File: src/rtl/restoring_divider.sv
// Sequential 8-bit unsigned restoring divider (shift-and-subtract).
// Quotient = dividend / B, Remainder = dividend mod B, one quotient bit
// per SHIFT/TEST pair. Dividing by zero skips the iterations and returns
// Quotient=FF, Remainder=dividend with Dbz set.
module restoring_divider (
    input  logic       Clk,
    input  logic       Reset,
    input  logic       Run,
    input  logic       Load_B,
    input  logic [7:0] Din,
    output logic [7:0] Bval,
    output logic [7:0] Quotient,
    output logic [7:0] Remainder,
    output logic       Busy,
    output logic       Done,
    output logic       Dbz
);

    typedef enum logic [1:0] {
        StIdle,
        StShift,
        StTest,
        StHold
    } state_t;

    state_t      r_state;
    logic [7:0]  r_b;
    logic [7:0]  r_q;
    logic [8:0]  r_r;
    logic [2:0]  r_cnt;
    logic        r_dbz;

    logic [8:0]  w_b_ext;
    logic [8:0]  w_diff;
    logic        w_ge;

    // Trial subtraction of the divisor from the partial remainder
    always_comb begin
        w_b_ext = {1'b0, r_b};
        w_diff  = r_r - w_b_ext;
        w_ge    = (r_r >= w_b_ext);
    end

    // Control FSM and datapath registers
    always_ff @(posedge Clk or negedge Reset) begin
        if (!Reset) begin
            r_state <= StIdle;
            r_b     <= 8'd0;
            r_q     <= 8'd0;
            r_r     <= 9'd0;
            r_cnt   <= 3'd0;
            r_dbz   <= 1'b0;
        end else begin
            unique case (r_state)
                StIdle: begin
                    // Load_B wins over Run in the same cycle
                    if (Load_B) begin
                        r_b <= Din;
                    end else if (Run) begin
                        if (r_b != 8'd0) begin
                            r_q     <= Din;
                            r_r     <= 9'd0;
                            r_cnt   <= 3'd0;
                            r_dbz   <= 1'b0;
                            r_state <= StShift;
                        end else begin
                            r_q     <= 8'hFF;
                            r_r     <= {1'b0, Din};
                            r_dbz   <= 1'b1;
                            r_state <= StHold;
                        end
                    end
                end
                StShift: begin
                    // Shift the next dividend bit into the partial remainder
                    r_r     <= {r_r[7:0], r_q[7]};
                    r_q     <= {r_q[6:0], 1'b0};
                    r_state <= StTest;
                end
                StTest: begin
                    if (w_ge) begin
                        r_r    <= w_diff;
                        r_q[0] <= 1'b1;
                    end else begin
                        r_q[0] <= 1'b0;
                    end
                    if (r_cnt == 3'd7) begin
                        r_state <= StHold;
                    end else begin
                        r_cnt   <= r_cnt + 3'd1;
                        r_state <= StShift;
                    end
                end
                StHold: begin
                    // Wait for Run release so one press is one operation
                    if (!Run) begin
                        r_state <= StIdle;
                    end
                end
                default: r_state <= StIdle;
            endcase
        end
    end

    // Outputs are registers or decodes of the state register
    always_comb begin
        Bval      = r_b;
        Quotient  = r_q;
        Remainder = r_r[7:0];
        Busy      = (r_state == StShift) || (r_state == StTest);
        Done      = (r_state == StHold);
        Dbz       = r_dbz;
    end

endmodule

File: config.mk
export PLATFORM = sky130hd
export DESIGN_NAME = restoring_divider
export DESIGN_NICKNAME = d
export VERILOG_FILES = /design/src/rtl/restoring_divider.sv
export SDC_FILE = /design/constraint.sdc
export NUM_CORES = 1
export LEC_CHECK = 0
export CAP_MARGIN = 30
export CORE_MARGIN = 3
export CORE_UTILIZATION = 45
export CTS_BUF_LIST = sky130_fd_sc_hd__clkbuf_8
export CTS_CLUSTER_SIZE = 12
export DETAILED_ROUTE_END_ITERATION = 7
export HOLD_SLACK_MARGIN = 0.15
export PLACE_DENSITY = 0.75
export SYNTH_ARGS = -nofsm -noshare
export SYNTH_HDL_FRONTEND = slang
export SYNTH_SLANG_ARGS = --single-unit
File: constraint.sdc
create_clock -name Clk -period 5.6 [get_ports Clk]
set_input_delay 1.12 -clock Clk [delete_from_list [all_inputs] [get_ports Clk]]
set_output_delay 1.12 -clock Clk [all_outputs]
set_load 0.02 [all_outputs]
### Word level (Yosys, flattened, before mapping)

Index checks and enable logic that the tools add are counted.

* add/sub/neg operators: 2
* multipliers: 0
* div/mod/pow operators: 0
* magnitude comparators: 1
* equal/unequal tests: 10
* shift operators: 0
* muxes and demuxes: 23
* bitwise operators: 1
* reductions and logical operators: 13

Operators with widths (count)
* 8-bit two-way mux: 4
* 9-bit two-way mux: 3
* 9-bit one-hot mux with 3 select lines: 1
* 7-bit one-hot mux with 2 select lines: 1
* 3-bit two-way mux: 4
* 2-bit inequality test, second input constant: 6
* 3-bit AND reduction: 4
* 2-bit two-way mux: 5
* 9-bit by 8-bit greater-or-equal comparator with 1-bit output: 1
* 9-bit by 8-bit subtractor with 9-bit output: 1
* 2-bit one-hot mux with 4 select lines: 1
* 8-bit nonzero test: 1
* 3-bit one-hot mux with 2 select lines: 1
* 5-bit AND reduction: 1
* 2-bit == test, second input constant: 2
* 4-bit AND reduction: 1
* 2-bit nonzero test: 2
* 3-bit by 1-bit adder with 3-bit output, second input constant: 1
* 3-bit == test, second input constant: 1
* 1-bit one-hot mux with 3 select lines: 1
* 3-bit nonzero test: 1
* 2-bit by 1-bit == test with 1-bit output, second input constant: 1
* 2-bit logical NOT: 1
* 1-bit two-way mux: 2
* other kinds (3): 3

* register bits: 31
* latch bits: 0
* memory bits (writable): 0
* bits in read-only memories: 0
* output and inout port bits: 27
* word-level logic and storage cells: 57
* memories: 0

### Logic depth before layout (Yosys ltp)

Gate-level depths: netlist of run 1.

* depth in word-level cells: 5
* mapped depth: 9
* depth with buffers taken out: 8

### Worst setup path after synthesis of run 1

Ideal clock, no wire load.

* path kind: in2reg
* start: in Load_B
* end: reg r_r[2]
* setup time: 0.125 ns
* arrival time: 2.187 ns
* data required time: 5.475 ns
* path slack: 3.288 ns
* stages: 5
* path buffers: 1
* path through: nand2b_1 > a21oi_1 > o21a_1 > buf_6 > mux2_4

* cells in the longest elaborated chain, start to end: 2

Ends and longest elaborated chain
* from (decl): line 9 `input logic Load_B,`
* 2-bit inequality test (no source line)
* 4-bit AND reduction (no source line)
* to (signal assigned): line 68 `r_r <= {1'b0, Din};`
* to (signal assigned): line 76 `r_r <= {r_r[7:0], r_q[7]};`
* to (signal assigned): line 82 `r_r <= w_diff;`
* to (decl): line 29 `logic [8:0] r_r;`

Every way passes these cells.
A chain may end at the register's enable or synchronous reset.

### Worst setup path after layout of run 1

* start: reg r_state[0]
* end: out Busy

* cells in the longest elaborated chain, start to end: 2

Ends and longest elaborated chain
* from (decl): line 26 `state_t r_state;`
* from (signal assigned): line 47 `r_state <= StIdle;`
* from (signal assigned): line 65 `r_state <= StShift;`
* from (signal assigned): line 70 `r_state <= StHold;`
* 2-bit by 1-bit == test with 1-bit output or 2-bit == test (tied branches): line 110 `Busy = (r_state == StShift) || (r_state == StTest);`
* 1-bit logical OR *: line 110
* to (decl): line 14 `output logic Busy,`

Mark *: on every way between the ends. The rest lies on a longest branch, timed or not.

==> flow_summary.toml, run 1 <==
[drt]
routedWlPerCell_um = 16.7
ant_nets = 0
drtPass1Iterations = 4
via_count = 1935
drt_wl_total_um = 5600
drc = 0
routed_via_density = 5.76
dr.first_iter.drc_count = 96

[synthesis]
yosys_warnings = 0
synth_fp_nets = 269
synth.avg_cell_area_sq_um = 9.16
synth_area_leaders = "dfrtp_1, ha_1, o21ai_0"
synth_common_cells = "dfrtp_1, nand2_1, o21ai_0, a21oi_1, inv_1"
ys_seq_elements = 31
synth_seq_area_share_pct = 35.1
yosysTopAreaCellShare_pct = 35.1
syn_inst = 241
synth_edf_count = 0
yosysTopAreaCell = "dfrtp_1"
synth-async-reset-ratio_pct = 100
synthFlopType = "dfrtp_1"
synth.most_common_cell = "dfrtp_1"
yosysUniqueCellTypes = 51
netlist_area_sq_mm = 0.00221

[finish]
finalNonFillerCells = 336
n_antenna_cell = 0
finalInstanceArea_sq_mm = 0.00265
num-fill-cells = 433
area_growth_pct = 19.9
finish.net_count = 298
drive_above_1_share_pct = 8.86

[setup_path]
slowest_stage = "clkdlybuf4s50_1"
crit_type = "reg -> out"
arrival_ps = 2020
slowest_delay_ps = 690
r2r_cells = 6
timing.rr.end = "r_r[4]"
cp_cell_sequence = "inv_1 > ha_1 > clkdlybuf4s50_1"
r2r_slack_ps = 3170
start_kind = "register"
worst_setup_path_end_kind = "output pin"
worstReg2RegStart = "r_r[5]"
required_ps = 4480
path_max_fanout = 12

[min_path]
worstHoldStart = "Dbz"
holdPathEnd = "Dbz"
min_path_type = "reg -> reg"
min_path_cells = 2

[power_and_ir_drop]
p_total_mw = 1.87
vdd_drop_max_mv = 0.304
leakagePower_nw = 1.17
p_per_area_mw_per_mm2 = 708

[clock_network]
postCtsResizedCells = 0
cts_setup_buffers = 0
clkLatencyLatePin_ps = 280
cts.clk_slew.worst_paths_ps = 70
cts_root_buffer = "clkbuf_8"
holdBufCountCts = 0
cts.sinks = 31
cts_buffers = 5
clockBufferDepth = 2
cts_tree = "yes"
htreeDepth = 2

[floorplan]
die_w_um = 76.0
start_util_pct = 48.7
io_pins = 39
die-area_sq_mm = 0.00578
die_height_um = 76.0
rows = 24
fp.coreArea_sq_mm = 0.00453

[sta]
fmax_ghz = 0.318
setup_ws_ps = 2460
max-slew-margin-rel_pct = 41.3
period_share_pct = 56.2
worstMarginPinSlew_ps = 856
setup_viol = 0
grt_setup_unrepaired = "false"
tns_ps = 0
hold_violations = 0
slew_viol_final = 0
min_period_ps = 3140
finalClockSkew_ps = 6.40

[placement]
gp_congestion = 0.920
place_area_sq_mm = 0.00256
place_ws_ps = 2490
dp_hpwl_um = 4140
port_buffers = 38
place_inst = 328

[global_route]
antenna_found_initial = 0
overflow = 0
grt_first_pass_wirelength_um = 9370
grt_max_degree = 32
grt_pass1_vias = 1943
grt.total_usage_pct = 19.9

[run_status]
outcome = "finished, final reports clean"

[run]
drv_cap = 0
## worst max-delay path, delay by kind of cell (launching register included)
kind | cells | cell delay (ps)
fa+ha+maj | 1 | 540
flops | 1 | 420
buf+inv | 2 | 780
## cell families (layout without fill, tap and decap cells)
group | after synthesis | count (layout) | synth area share, %
compound gates | 78 | 78 | 24.0
xor+xnor | 2 | 2 | 0.794
fa+ha+maj | 16 | 16 | 9.41
buf+inv | 34 | 64 | 7.94
flops | 31 | 31 | 35.1
mux | 15 | 15 | 8.16
simple gates | 65 | 65 | 14.6
## routing by layer
| layer | vias to the layer above | share of wire, % | track usage, % |
|---|---|---|---|
| met5 | - | 0 | 0 |
| met4 | 0 | 1.4 | 5.80 |
| met3 | 9 | 5.0 | 4.14 |
| met2 | 62 | 46 | 32.4 |
| met1 | 934 | 48 | 26.8 |
| li1 | 930 | - | - |
## power breakdown
part	leakage, nW	internal (mW)	switching, mW	total, mW
Clock	0.0505	0.0834	0.0830	0.166
Combinational	0.730	0.559	0.703	1.26
Sequential	0.390	0.335	0.110	0.445
## worst max-delay path by stage
| stage | startpoint | endpoint | slack (ps) |
|---|---|---|---|
| floorplan | Load_B | r_r[2] | 3290 |
| global placement | Load_B | r_r[4] | 2550 |
| detailed placement | Load_B | r_r[5] | 2490 |
| CTS | r_state[0] | Busy | 2460 |
| global route | r_state[0] | Busy | 2370 |
| finish | r_state[0] | Busy | 2460 |
## cell type report
class,instances,area [sq um],area share [%]
Clock buffer,5,68.8,2.60
Clock inverter,3,12.5,0.473
Inverter,17,63.8,2.41
Multi-Input combinational cell,176,1260,47.5
Sequential cell,31,776,29.3
Tap cell,65,81.3,3.07
Timing Repair Buffer,39,388,14.7
## through the flow
step / hold slack, ps / utilization [%]
global route: 517 / 58.4
detailed placement: 484 / 56.6
floorplan: 477 / -
finish: 489 / 58.4
global placement: 475 / 56.6
CTS: 497 / 58.4
## cells in the final DEF (no fill, tap or decap), drive strengths merged, types with 2 or more instances in the layout
cell,count
mux2i,3
o31ai,5
clkdlybuf4s50,38
o2bb2ai,2
inv,18
and3,6
nor2,11
a221o,2
a21o,2
nand3,5
a31oi,5
nand2b,6
o2111ai,2
a211oi,3
mux2,12
and2,2
nand2,24
clkbuf,5
nor4,2
a21oi,18
o21ai,22
a22o,2
o21a,2
dfrtp,31
nor2b,5
xnor2,2
clkinv,2
ha,15
## flip-flops by register name, indices dropped and copies added, names as in the netlist
register  flops
r_state       2
Bval          8
r_cnt         3
r_r           9
Dbz           1
Quotient      8
Power figures use the tool's default switching activity.
==> run 2, diff against run 1 <==
--- a/config.mk
+++ b/config.mk
@@ -12,7 +12,7 @@
 export CTS_CLUSTER_SIZE = 12
 export DETAILED_ROUTE_END_ITERATION = 7
 export HOLD_SLACK_MARGIN = 0.15
-export PLACE_DENSITY = 0.75
+export PLACE_DENSITY = 0.78
 export SYNTH_ARGS = -nofsm -noshare
 export SYNTH_HDL_FRONTEND = slang
 export SYNTH_SLANG_ARGS = --single-unit
==> constraint.sdc (replaced) <==
create_clock -name Clk -period 2.8 [get_ports Clk]
set_input_delay 0.56 -clock Clk [delete_from_list [all_inputs] [get_ports Clk]]
set_output_delay 0.56 -clock Clk [all_outputs]
set_load 0.02 [all_outputs]
==> flow_summary.toml, run 2 (synthesis gave the netlist of run 1 again) <==
[sta]
setup_viol = 0
hold_slack_ps = 489
hold_violations = 0
slew_viol_final = 0
max-slew-margin-rel_pct = 37.6
finalClockSkew_ps = 2.84
min_period_ps = 2610
grt_setup_unrepaired = "false"
worstMarginPinSlew_ps = 910
tns_ps = 0
fmax_ghz = 0.383
period_share_pct = 93.3

[run]
drv_cap = 0

[floorplan]
fp.coreArea_sq_mm = 0.00453
rows = 24
start_util_pct = 48.7
io_pins = 39
die-area_sq_mm = 0.00578
die_height_um = 76.0
die_w_um = 76.0

[run_status]
outcome = "finished, final reports clean"

[setup_path]
worst_setup_path_end_kind = "output pin"
crit_type = "reg -> out"
r2r_cells = 7
start_kind = "register"
arrival_ps = 2050
required_ps = 2240
path_max_fanout = 12

[power_and_ir_drop]
p_seq_share_pct = 22.7
power.internal_mw = 2.09
p_total_mw = 3.91
vdd_drop_max_mv = 0.822
clock_power_share_pct = 11.9
leakagePower_nw = 1.19
sw_frac_of_total_pct = 46.5
combPwrFrac_pct = 65.4
p_per_area_mw_per_mm2 = 1450
switchingPower_mw = 1.82

[clock_network]
cts.clk_slew.worst_paths_ps = 70
cts_setup_buffers = 0
cts_tree = "yes"
clkLatencyLatePin_ps = 290
htreeDepth = 2
postCtsResizedCells = 0
cts.sinks = 31
holdBufCountCts = 0
cts_root_buffer = "clkbuf_8"
cts_buffers = 5
clockBufferDepth = 2

[placement]
gp_congestion = 0.911
port_buffers = 38
dp_hpwl_um = 4060

[finish]
n_antenna_cell = 0
finish.net_count = 299
final_common_cell = "clkdlybuf4s50_1"
final_cell_mix = "clkdlybuf4s50_1, dfrtp_1, nand2_1, o21ai_0, a21oi_1"
register_area_sq_um = 776
multiInputGateArea_sq_mm = 0.00126
top_register = "r_r"
drive_above_1_share_pct = 9.93
num-fill-cells = 409
area_growth_pct = 21.9
largest_register_ff_count = 9

[min_path]
min_path_cells = 2
min_path_type = "reg -> reg"

[drt]
routed_via_density = 5.72
drt_wl_total_um = 5430
dr.first_iter.drc_count = 160
routedWlPerCell_um = 16.1
via_count = 1926
ant_nets = 0
drtPass1Iterations = 4
drc = 0

[global_route]
grt_pass1_vias = 1833
grt.total_usage_pct = 19.7
antenna_found_initial = 0
grt_max_degree = 32
grt_first_pass_wirelength_um = 9110
overflow = 0
==> run 2: cell types whose count changed in the layout (fill, tap and decap cells not counted) <==
| cell | change |
|---|---|
| inv_1 | -2 |
| bufinv_16 | +1 |
| clkbuf_8 | +1 |
| buf_4 | +1 |
==> run 2: path summary, 6_finish.rpt <==
kind | from | to | slack, ps
max | r_state[0] | Busy | 190
min | Dbz | Dbz | 490
max reg2reg | Bval[5] | r_r[2] | 420
min reg2reg | Dbz | Dbz | 490
max in group asynchronous | Reset | r_r[6] | 1840
min in group asynchronous | Reset | r_r[3] | 670
==> run 2: metrics by stage <==
step           area (sq um)  setup slack (ps)  utilization (%)  cells
2_1_floorplan          2210               629                -    241
3_3_place_gp           2570               504             56.7    329
3_5_place_dp           2570               459             56.7    329
4_1_cts                2690               192             59.3    337
5_1_grt                2690               113             59.3    337
6_report               2690               187             59.3    337
==> run 2: power by group through the flow <==
stage	sequential, mW	combinational, mW	clock (mW)
after floorplan	0.979	1.75	0
after global placement	0.878	2.49	0
after detailed placement	0.888	2.52	0
after CTS	0.882	2.55	0.472
after global routing	0.922	2.78	0.498
final	0.885	2.56	0.466
==> run 2: cell type report <==
class                      instances  area share (%)
clock inverter                     2            1.30
timing repair buffer              40            14.7
tap                               65            3.02
inverter                          17            2.37
sequential                        31            28.8
multi-input combinational        176            46.7
clock buffer                       6            3.07
==> run 2: routing by layer <==
metal  part of all wire, %  GRT usage [%]  wire (um)  vias up
met1                    46           27.4       2530      917
met4                   2.3           5.43        126        0
met3                   5.9           6.15        323       14
li1                      -              -          -      937
met2                    45           29.6       2460       58
met5                     0              0          0        -
==> run 2: critical path, stage by stage, from the launching register on <==
cell and delay, ps:
dfrtp_1 440, inv_1 90, ha_1 550, clkdlybuf4s50_1 690
==> run 3, diff against run 2 <==
--- a/config.mk
+++ b/config.mk
@@ -6,7 +6,7 @@
 export NUM_CORES = 1
 export LEC_CHECK = 0
 export CAP_MARGIN = 30
-export CORE_MARGIN = 3
+export CORE_MARGIN = 2
 export CORE_UTILIZATION = 45
 export CTS_BUF_LIST = sky130_fd_sc_hd__clkbuf_8
 export CTS_CLUSTER_SIZE = 12
==> flow_summary.toml, run 3 (synthesis gave the netlist of run 1 again) <==
[run_status]
outcome = "finished, final reports clean"

[clock_network]
htreeDepth = 2
cts_setup_buffers = 0
postCtsResizedCells = 0
clockBufferDepth = 2
cts.sinks = 31
cts_root_buffer = "clkbuf_8"
cts_buffers = 5
cts_tree = "yes"
cts.clk_slew.worst_paths_ps = 70
holdBufCountCts = 0
clkLatencyLatePin_ps = 280

[drt]
drtPass1Iterations = 4
routed_via_density = 5.81
dr.first_iter.drc_count = 170
drc = 0
drt_wl_total_um = 5510
routedWlPerCell_um = 16.2
ant_nets = 0
via_count = 1968

[power_and_ir_drop]
p_per_area_mw_per_mm2 = 1420
leakagePower_nw = 1.17
vdd_drop_max_mv = 0.791
p_total_mw = 3.78

[sta]
min_period_ps = 2650
hold_slack_ps = 487
period_share_pct = 94.7
grt_setup_unrepaired = "false"
finalClockSkew_ps = 8.82
tns_ps = 0
hold_violations = 0
setup_viol = 0
max-slew-margin-rel_pct = 40.0
worstMarginPinSlew_ps = 875
fmax_ghz = 0.377
slew_viol_final = 0

[min_path]
min_path_cells = 2
worstHoldStart = "Dbz"
holdPathEnd = "Dbz"
min_path_type = "reg -> reg"

[setup_path]
arrival_ps = 2090
r2r_slack_ps = 440
start_kind = "register"
timing.rr.end = "r_r[3]"
crit_type = "reg -> out"
worstReg2RegStart = "Bval[5]"
worst_setup_path_end_kind = "output pin"
required_ps = 2240
path_max_fanout = 12
r2r_cells = 7

[floorplan]
die_height_um = 74.0
die_w_um = 74.0
fp.coreArea_sq_mm = 0.00472
start_util_pct = 46.7
io_pins = 39
rows = 25
die-area_sq_mm = 0.00548

[finish]
register_area_sq_um = 776
area_growth_pct = 20.5
finish.net_count = 299
multiInputGateArea_sq_mm = 0.00126
drive_above_1_share_pct = 9.56
num-fill-cells = 424
n_antenna_cell = 0
final_cell_mix = "clkdlybuf4s50_1, dfrtp_1, nand2_1, o21ai_0, a21oi_1"
finalNonFillerCells = 339
final_common_cell = "clkdlybuf4s50_1"
top_register = "r_r"
largest_register_ff_count = 9

[global_route]
grt_pass1_vias = 1821
overflow = 0
grt_first_pass_wirelength_um = 8850
grt_max_degree = 32
grt.total_usage_pct = 21.5
antenna_found_initial = 0

[placement]
dp_hpwl_um = 4080
place_inst = 331
gp_congestion = 0.956
port_buffers = 38

[run]
drv_cap = 0
## run 3: worst max path at each step
stage / from / endpoint / slack [ps] / cells past startpoint
after floorplan: Bval[4] / r_r[2] / 630 / 9
after global placement: Load_B / r_r[4] / 500 / 5
after detailed placement: Bval[5] / r_r[3] / 460 / 7
after CTS: r_state[0] / Busy / 170 / 3
after global routing: r_state[0] / Busy / 60 / 3
final: r_state[0] / Busy / 150 / 3
## run 3: area by class of cell
type	count	share of cell area, %
clock buffer	5	2.59
clock inverter	3	0.611
inverter	17	2.40
multi-input combinational	176	47.2
sequential	31	29.2
tap	67	3.15
timing repair buffer	40	14.9
## run 3: power breakdown
group	total, mW	switching (mW)	leakage, nW	internal (mW)
sequential	0.883	0.214	0.390	0.669
combinational	2.56	1.43	0.735	1.13
clock	0.342	0.172	0.0453	0.170
## run 3: worst max-delay path, stage by stage (launching register included)
cell and delay (ps):
dfrtp_1 440, inv_1 90, ha_1 580, clkdlybuf4s50_1 700
## run 3: metal layers
| layer | share of wire, % | routed length (um) | track usage (%) |
|---|---|---|---|
| met1 | 45 | 2480 | 29.3 |
| met2 | 48 | 2640 | 33.9 |
| met4 | 0.53 | 29 | 6.67 |
| met3 | 6.4 | 355 | 5.15 |
| met5 | 0 | 0 | 0 |
## run 3: stage by stage
step | utilization, % | setup slack (ps) | cell area (sq um)
CTS | 56.3 | 174 | 2660
floorplan | - | 629 | 2210
finish | 56.3 | 150 | 2660
global route | 56.3 | 62.0 | 2660
global placement | 54.5 | 499 | 2570
detailed placement | 54.5 | 463 | 2570
